==> src/rtl/branch_redirect_controller_pkg.sv <==
// Shared definitions for the branch redirect controller: FSM encoding, trap causes and
// bit positions on the execute-stage exception bus.
package branch_redirect_controller_pkg;

    typedef enum logic [1:0] {
        StIdle     = 2'd0,
        StFlush    = 2'd1,
        StRedirect = 2'd2,
        StTrap     = 2'd3
    } brc_state_e;

    localparam logic [1:0] TRAP_CAUSE_NONE           = 2'd0;
    localparam logic [1:0] TRAP_CAUSE_ILLEGAL_BRANCH = 2'd1;
    localparam logic [1:0] TRAP_CAUSE_MISALIGNED     = 2'd2;

    localparam int unsigned EXC_ILLEGAL_BIT    = 3;
    localparam int unsigned EXC_MISPREDICT_BIT = 2;
    localparam int unsigned EXC_WORD_MIS_BIT   = 1;
    localparam int unsigned EXC_HALF_MIS_BIT   = 0;

endpackage

==> src/rtl/redirect_perf_counters.sv <==
// Free-running jump and mispredict event counters; wrap modulo 2^32.
module redirect_perf_counters (
    input  logic        clock_i,
    input  logic        resetn_i,
    input  logic        jump_event_i,
    input  logic        mispredict_event_i,
    output logic [31:0] perf_jumps_o,
    output logic [31:0] perf_mispredicts_o
);

    always_ff @(posedge clock_i or negedge resetn_i) begin
        if (!resetn_i) begin
            perf_jumps_o       <= 32'd0;
            perf_mispredicts_o <= 32'd0;
        end else begin
            if (jump_event_i) begin
                perf_jumps_o <= perf_jumps_o + 32'd1;
            end
            if (mispredict_event_i) begin
                perf_mispredicts_o <= perf_mispredicts_o + 32'd1;
            end
        end
    end

endmodule

==> src/rtl/branch_redirect_controller.sv <==
// Pipeline recovery sequencer after jump resolution: flush, redirect fetch, or raise a trap.
// Optional performance counters are enabled by defining BRANCH_REDIRECT_PERF_EN.
module branch_redirect_controller
    import branch_redirect_controller_pkg::*;
#(
    parameter int unsigned FLUSH_CYCLES = 2,
    parameter int unsigned ADDR_W       = 32
) (
    input  logic              clock_i,
    input  logic              resetn_i,
    input  logic              resolve_valid_i,
    input  logic              resolve_jump_i,
    input  logic [3:0]        resolve_exception_i,
    input  logic [ADDR_W-1:0] resolve_target_i,
    input  logic [ADDR_W-1:0] resolve_pc_i,
    input  logic              fetch_ready_i,
    input  logic              trap_ready_i,
    output logic              stall_o,
    output logic              flush_o,
    output logic              redirect_valid_o,
    output logic [ADDR_W-1:0] redirect_addr_o,
    output logic              trap_valid_o,
    output logic [1:0]        trap_cause_o,
    output logic [ADDR_W-1:0] trap_pc_o,
`ifdef BRANCH_REDIRECT_PERF_EN
    output logic [31:0]       perf_jumps_o,
    output logic [31:0]       perf_mispredicts_o,
`endif
    output logic              busy_o
);

    localparam logic [3:0] CNT_LOAD = 4'(FLUSH_CYCLES - 1);

    brc_state_e state_q;
    logic [3:0] cnt_q;
    logic       accept;
    logic       take_illegal;
    logic       take_misalign;
    logic       take_mispredict;

    // Fixed priority: illegal > misaligned > mispredict.
    always_comb begin
        accept          = (state_q == StIdle) && resolve_valid_i;
        take_illegal    = accept && resolve_exception_i[EXC_ILLEGAL_BIT];
        take_misalign   = accept && !resolve_exception_i[EXC_ILLEGAL_BIT] && resolve_jump_i &&
                          (resolve_exception_i[EXC_WORD_MIS_BIT] ||
                           resolve_exception_i[EXC_HALF_MIS_BIT]);
        take_mispredict = accept && !take_illegal && !take_misalign && resolve_jump_i &&
                          resolve_exception_i[EXC_MISPREDICT_BIT];
    end

    // redirect_addr_o doubles as the latched target; only updated on entry to FLUSH.
    always_ff @(posedge clock_i or negedge resetn_i) begin
        if (!resetn_i) begin
            state_q          <= StIdle;
            cnt_q            <= 4'd0;
            stall_o          <= 1'b0;
            flush_o          <= 1'b0;
            redirect_valid_o <= 1'b0;
            redirect_addr_o  <= '0;
            trap_valid_o     <= 1'b0;
            trap_cause_o     <= TRAP_CAUSE_NONE;
            trap_pc_o        <= '0;
        end else begin
            unique case (state_q)
                StIdle: begin
                    if (take_illegal || take_misalign) begin
                        state_q      <= StTrap;
                        trap_valid_o <= 1'b1;
                        flush_o      <= 1'b1;
                        stall_o      <= 1'b1;
                        trap_cause_o <= take_illegal ? TRAP_CAUSE_ILLEGAL_BRANCH
                                                     : TRAP_CAUSE_MISALIGNED;
                        trap_pc_o    <= resolve_pc_i;
                    end else if (take_mispredict) begin
                        state_q         <= StFlush;
                        flush_o         <= 1'b1;
                        stall_o         <= 1'b1;
                        cnt_q           <= CNT_LOAD;
                        redirect_addr_o <= resolve_target_i;
                    end
                end
                StFlush: begin
                    if (cnt_q == 4'd0) begin
                        state_q          <= StRedirect;
                        flush_o          <= 1'b0;
                        redirect_valid_o <= 1'b1;
                    end else begin
                        cnt_q <= cnt_q - 4'd1;
                    end
                end
                StRedirect: begin
                    if (fetch_ready_i) begin
                        state_q          <= StIdle;
                        redirect_valid_o <= 1'b0;
                        stall_o          <= 1'b0;
                    end
                end
                StTrap: begin
                    if (trap_ready_i) begin
                        state_q      <= StIdle;
                        trap_valid_o <= 1'b0;
                        flush_o      <= 1'b0;
                        stall_o      <= 1'b0;
                        trap_cause_o <= TRAP_CAUSE_NONE;
                    end
                end
                default: state_q <= StIdle;
            endcase
        end
    end

    assign busy_o = stall_o;

`ifdef BRANCH_REDIRECT_PERF_EN
    redirect_perf_counters u_perf (
        .clock_i            (clock_i),
        .resetn_i           (resetn_i),
        .jump_event_i       (accept && resolve_jump_i),
        .mispredict_event_i (take_mispredict),
        .perf_jumps_o       (perf_jumps_o),
        .perf_mispredicts_o (perf_mispredicts_o)
    );
`endif

endmodule

==> config.mk <==
export PLATFORM = sky130hd
export DESIGN_NAME = branch_redirect_controller
export DESIGN_NICKNAME = d
export VERILOG_FILES = /design/src/rtl/branch_redirect_controller_pkg.sv /design/src/rtl/redirect_perf_counters.sv /design/src/rtl/branch_redirect_controller.sv
export SDC_FILE = /design/constraint.sdc
export NUM_CORES = 1
export LEC_CHECK = 0
export BUFFER_PORTS_ARGS = -buffer_cell sky130_fd_sc_hd__buf_2
export CELL_PAD_IN_SITES_DETAIL_PLACEMENT = 1
export CELL_PAD_IN_SITES_GLOBAL_PLACEMENT = 1
export CORE_ASPECT_RATIO = 2
export CORE_MARGIN = 5
export CORE_UTILIZATION = 38
export DETAILED_ROUTE_END_ITERATION = 8
export PLACE_DENSITY = 0.83
export RECOVER_POWER = 50
export SLEW_MARGIN = 15
export SYNTH_ARGS = -nofsm -noshare
export SYNTH_HDL_FRONTEND = slang
export SYNTH_SLANG_ARGS = --single-unit
==> constraint.sdc <==
create_clock -name clock_i -period 2.7 [get_ports clock_i]
set_input_delay 0.405 -clock clock_i [delete_from_list [all_inputs] [get_ports clock_i]]
set_output_delay 0.405 -clock clock_i [all_outputs]
set_load 0.05 [all_outputs]
Word-level counts from Yosys, hierarchy flattened. Index checks and enable logic that the tools add are counted. Widths: inputs -> output; s select.

Add/subtract/negate cells: 1. Multiply operators: 0. Div/mod/pow operators: 0. Magnitude comparators: 0. Eq/ne operators: 11. Shift operators: 0. Muxes and demuxes: 24. Bitwise gates (word level): 1. Reduce and logical (&&, ||, !) cells: 29.

Operator list (number): $reduce_and 4->1 (4); $mux 2 (7); $mux 4 (3); $ne 2x2->1 const B (6); $logic_and 1x1->1 (9); $reduce_and 3->1 (3); $pmux 2 s4 (1); $pmux 4 s2 (1); $mux 1 (7); $pmux 1 s3 (2); $reduce_bool 2->1 (3); $reduce_bool 3->1 (2); $eq 2x2->1 const B (2); $logic_not 4->1 (1); $pmux 1 s2 (2); $pmux 2 s2 (1); $sub 4x1->4 const B (1); $logic_not 1->1 (3); $ne 3x2->1 const B (1); $eq 2x1->1 const B (1); $logic_not 2->1 (1); $logic_or 1x1->1 (2); $ne 2x1->1 const B (1); $reduce_and 2->1 (1); $not 1->1 (1).

Flip-flop bits (word level): 76. Bits in latches: 0. RAM bits: 0. Memory bits (read-only): 0. Bits of input ports: 74. Memories kept: 0.

Longest topological paths before layout.
Depth in word-level cells: 12. Gate-level depth with buffers: 7. Mapped depth without buffers: 6.

Worst setup path after synthesis. No wires, ideal clock.

Kind: reg-to-reg. Start point: register cnt_q[0]. End point: register state_q[0]. Arrival time: 1525 ps. Slack: 1050 ps. Stages on the path, launching flop included: 7. Path buffers: 0. Cell sequence: dfrtp_1 -> inv_1 -> ha_1 -> or3b_1 -> nand2_2 -> nand3_1 -> mux2_2.

Longest elaborated chain between the ends: 3.

RTL lines: start: declaration (line branch_redirect_controller.sv:35) `logic [3:0] cnt_q;`; start signal: assignment (line branch_redirect_controller.sv:89) `cnt_q <= cnt_q - 4'd1;`; $logic_not 4->1 (line branch_redirect_controller.sv:84) `if (cnt_q == 4'd0) begin`; $ne 2x2->1 (no line); $reduce_and 4->1 (no line); end signal: assignment (line branch_redirect_controller.sv:85) `state_q <= StRedirect;`; end signal: assignment (line branch_redirect_controller.sv:94) `state_q <= StIdle;`; end signal: assignment (line branch_redirect_controller.sv:101) `state_q <= StIdle;`; end: declaration (line branch_redirect_controller.sv:34) `brc_state_e state_q;`.

No other way between the ends. A chain may end at the register's enable or synchronous reset.

Worst setup path after layout.
Start point: register state_q[1]. End point: register state_q[1].

Longest elaborated chain between the ends: 11. Elaborated cells between the ends (all ways): 23. Those cells by class: 7 x eq/ne; 2 x mux; 14 x reduce/logical.

RTL lines: start signal: assignment (line branch_redirect_controller.sv:55) `state_q <= StIdle;`; start signal: assignment (line branch_redirect_controller.sv:68) `state_q <= StTrap;`; start signal: assignment (line branch_redirect_controller.sv:76) `state_q <= StFlush;`; $logic_not 2->1 (line branch_redirect_controller.sv:43, branch_redirect_controller.sv:65); $logic_and 1x1->1 (line branch_redirect_controller.sv:43) `accept = (state_q == StIdle) && resolve_valid_i;`; $logic_and 1x1->1 (3 in series) (line branch_redirect_controller.sv:45) `take_misalign = accept && !resolve_exception_i[EXC_ILLEGAL_BIT] && resolve_jump_i &&`; $logic_not 1->1 (line branch_redirect_controller.sv:48) `take_mispredict = accept && !take_illegal && !take_misalign && resolve_jump_i &&`; $logic_and 1x1->1 (3 in series) (line branch_redirect_controller.sv:48); $ne 3x2->1 (no line); $reduce_and 4->1 (no line).

Several ways; a longest one is shown, not always the timed one.

==> metrics <==
Fill cells 976; CTS Root Cell clkbuf_16; number of global-route vias before repair 3203; Worst Path Arrival 2.55 ns; r2r setup slk 0.41 ns; CP startpoint state_q[1]$_DFFE_PN0P_; Netlist Area Pre-Place about 0.0032 mm²; DRT iter0 DRCs 87; Detailed Routing Iterations Pass 1 4; gr usage total 0.196; Post-Synth Adder-Cell Area 0.0309; most common cell after layout, fill and taps aside buf_2; fin cells 543; cts repair resizes 0; Placeable Area 0.00829 mm²; # setup viols final 0; H-tree Lvls 3; Via Count 2780; clk sinks 76; remaining antenna violation count 0; post-synthesis mux area share 0.124; Buffers on Ports around 140; Yosys reg bits 76; Worst-path clk slew about 0.060 ns; top_reg_cell synth dfrtp_1; WP buf/inv 1; Tcrit/Tclk final 0.849; NumNets Final 522; Die Span X 75.3 µm; Post-Route WL 10000 µm; HP Start resolve_target_i[17]; Lkg Pwr 2.25 nW; Synth async-reset ratio 1.00; Hold Vio Cnt, Final 0; status complete, but fails checks; Inserted Clock Buffers 9; hold buffer count at CTS 0; sequential share of the synthesized area 0.586; Max Clk Rate between 0.4 and 0.5 GHz; Critical Path Source Type flop; Mapped Cells 295; Final WS setup 0.408 ns; worst reg2reg endpoint state_q[1]$_DFFE_PN0P_; io pins 145; unrepaired setup endpoints after global routing no; CP top delay family multiplexers; synthesized area per cell 11.0 µm²; Layout Utilization 0.521; max-slew violation count 77; CP peak stage delay about 0.54 ns; Power Density 1460 mW/mm²; kind of critical path reg -> reg; TritonCTS clock tree yes; slowest stage cell, crit path ha_1; DRC Markers 0; first-pass GRT wire length 15600 µm; Post-synth EDFFs 0; ant diodes 0; Synth Area in Compound Gates 0.0648; Final TNS setup 0 ns; Bufs on Longest Clock Path 2; Skew-Pair Late Insertion Delay 0.33 ns; Syn Nets approximately 380; Initial Util 0.391; proportion of layout cells with a drive suffix above 1 0.373; Synth Area in Simple Gates 0.162; cells on worst reg2reg path 5; main combinational cell family by area after synthesis simple AND/OR/NAND/NOR gates; failing checks max-capacitance violations, max-slew violations; XOR/XNOR Fraction of Synth Area 0; max-cap viol count 1; Detail Placement HPWL 7410 µm; die area 0.0106 mm²; initial antenna violation count 0; RePlAce Congestion 0.842; Area growth syn-to-layout 33.3%; Ys Warns 0; hold depth 3; sequence of cells on the critical path inv_1 -> ha_1 -> o211ai_4 -> mux2_2 -> mux2i_1; Hold Crit Class in -> reg; reg-to-reg startpoint state_q[1]$_DFFE_PN0P_; count of cell types in the netlist 42; overall power about 6.3 mW; worst-margin pin slew 1.95 ns; commonest cells after routing, fill and taps aside buf_2 (108), nand2_1 (99), dfrtp_1 (76); post-CTS setup buffers 0; relative slew slack -0.297; vias per cell between 5 and 6; crit end category flop; die height 141 µm; CP required a little under 3 ns; crit-path max FO 34; Place WS 0.476 ns; Final min period 2.29 ns; VDD IR max 0.550 mV; Worst Hold End redirect_addr_o[17]$_DFFE_PN0P_; dpl cells 527; clk_skew 0.00514 ns; grt ovf 0; routed len/inst 18.4 µm; largest net degree at the start of global routing 77; row cnt 47
==> synth_stat cells (2+ instances only) <==
| master | n | area share |
|---|---|---|
| a211oi_1 | 2 | 0.0046 |
| a21oi_1 | 6 | 0.0093 |
| a22o_1 | 2 | 0.0054 |
| buf_2 | 7 | 0.011 |
| buf_4 | 2 | 0.0046 |
| clkbuf_1 | 3 | 0.0035 |
| dfrtp_1 | 76 | 0.59 |
| ha_1 | 8 | 0.031 |
| inv_1 | 11 | 0.013 |
| mux2_2 | 34 | 0.12 |
| mux2i_1 | 2 | 0.0062 |
| nand2_1 | 99 | 0.11 |
| nand3_1 | 4 | 0.0062 |
| nor2b_1 | 3 | 0.0058 |
| nor3_1 | 4 | 0.0062 |
| nor4_1 | 2 | 0.0039 |
| o21ai_0 | 4 | 0.0062 |
| o22ai_1 | 2 | 0.0039 |
==> stage by stage <==
stage | cell area (µm²) | hold WS, ns
floorplan | 3240 | 0.109
global placement | 4050 | 0.455
detailed placement | 4050 | 0.457
CTS | 4370 | 0.250
global route | 4320 | 0.265
finish | 4320 | 0.255
==> cells by family after synthesis <==
group / after synthesis
AO/OA/AOI/OAI: 29
adder cells (fa/ha/maj): 8
buffers and inverters: 23
flip-flops: 76
multiplexers: 36
AND/OR/NAND/NOR: 123
==> how the worst max path moves through the flow <==
stage	endpoint	cells after the start
finish	state_q[1]$_DFFE_PN0P_	5
global route	state_q[1]$_DFFE_PN0P_	5
CTS	state_q[1]$_DFFE_PN0P_	5
detailed placement	trap_pc_o[24]$_DFFE_PN0N_	4
global placement	trap_pc_o[15]$_DFFE_PN0N_	4
floorplan	state_q[0]$_DFFE_PN0P_	6
==> tightest hold or removal path, stage by stage <==
cell     delay [ns]
buf_2          0.07
nand2_1        0.04
nand2_1        0.04
==> power breakdown <==
group	total, mW	switching, mW	internal [mW]
logic	3.14	2.33	0.807
registers	1.90	0.292	1.61
clock network	1.28	0.472	0.809
total	6.32	3.10	3.22
==> routing by layer <==
metal | part of all wire | global-route usage | vias to the layer above
met5 | 0 | 0 | -
met4 | 0.044 | 0.120 | 0
met3 | 0.037 | 0.0335 | 32
met2 | 0.61 | 0.374 | 86
met1 | 0.31 | 0.176 | 1391
li1 | - | - | 1271
==> final cells by class <==
type                            count  area, µm²  area share
Inverter                           11       41.3     0.00955
Clock buffer                       10        229      0.0530
Clock inverter                      6       88.8      0.0205
Multi-Input combinational cell    196       1250       0.289
Sequential cell                    76       1900       0.440
Tap cell                           98        123      0.0284
Timing Repair Buffer              146        692       0.160
==> registers in the layout (all words and copies together) (netlist names), 2 cells and up <==
signal / count
trap_cause_o: 2
redirect_addr_o: 32
trap_pc_o: 32
state_q: 2
cnt_q: 4
No activity file was read; power rests on OpenSTA's default activity.
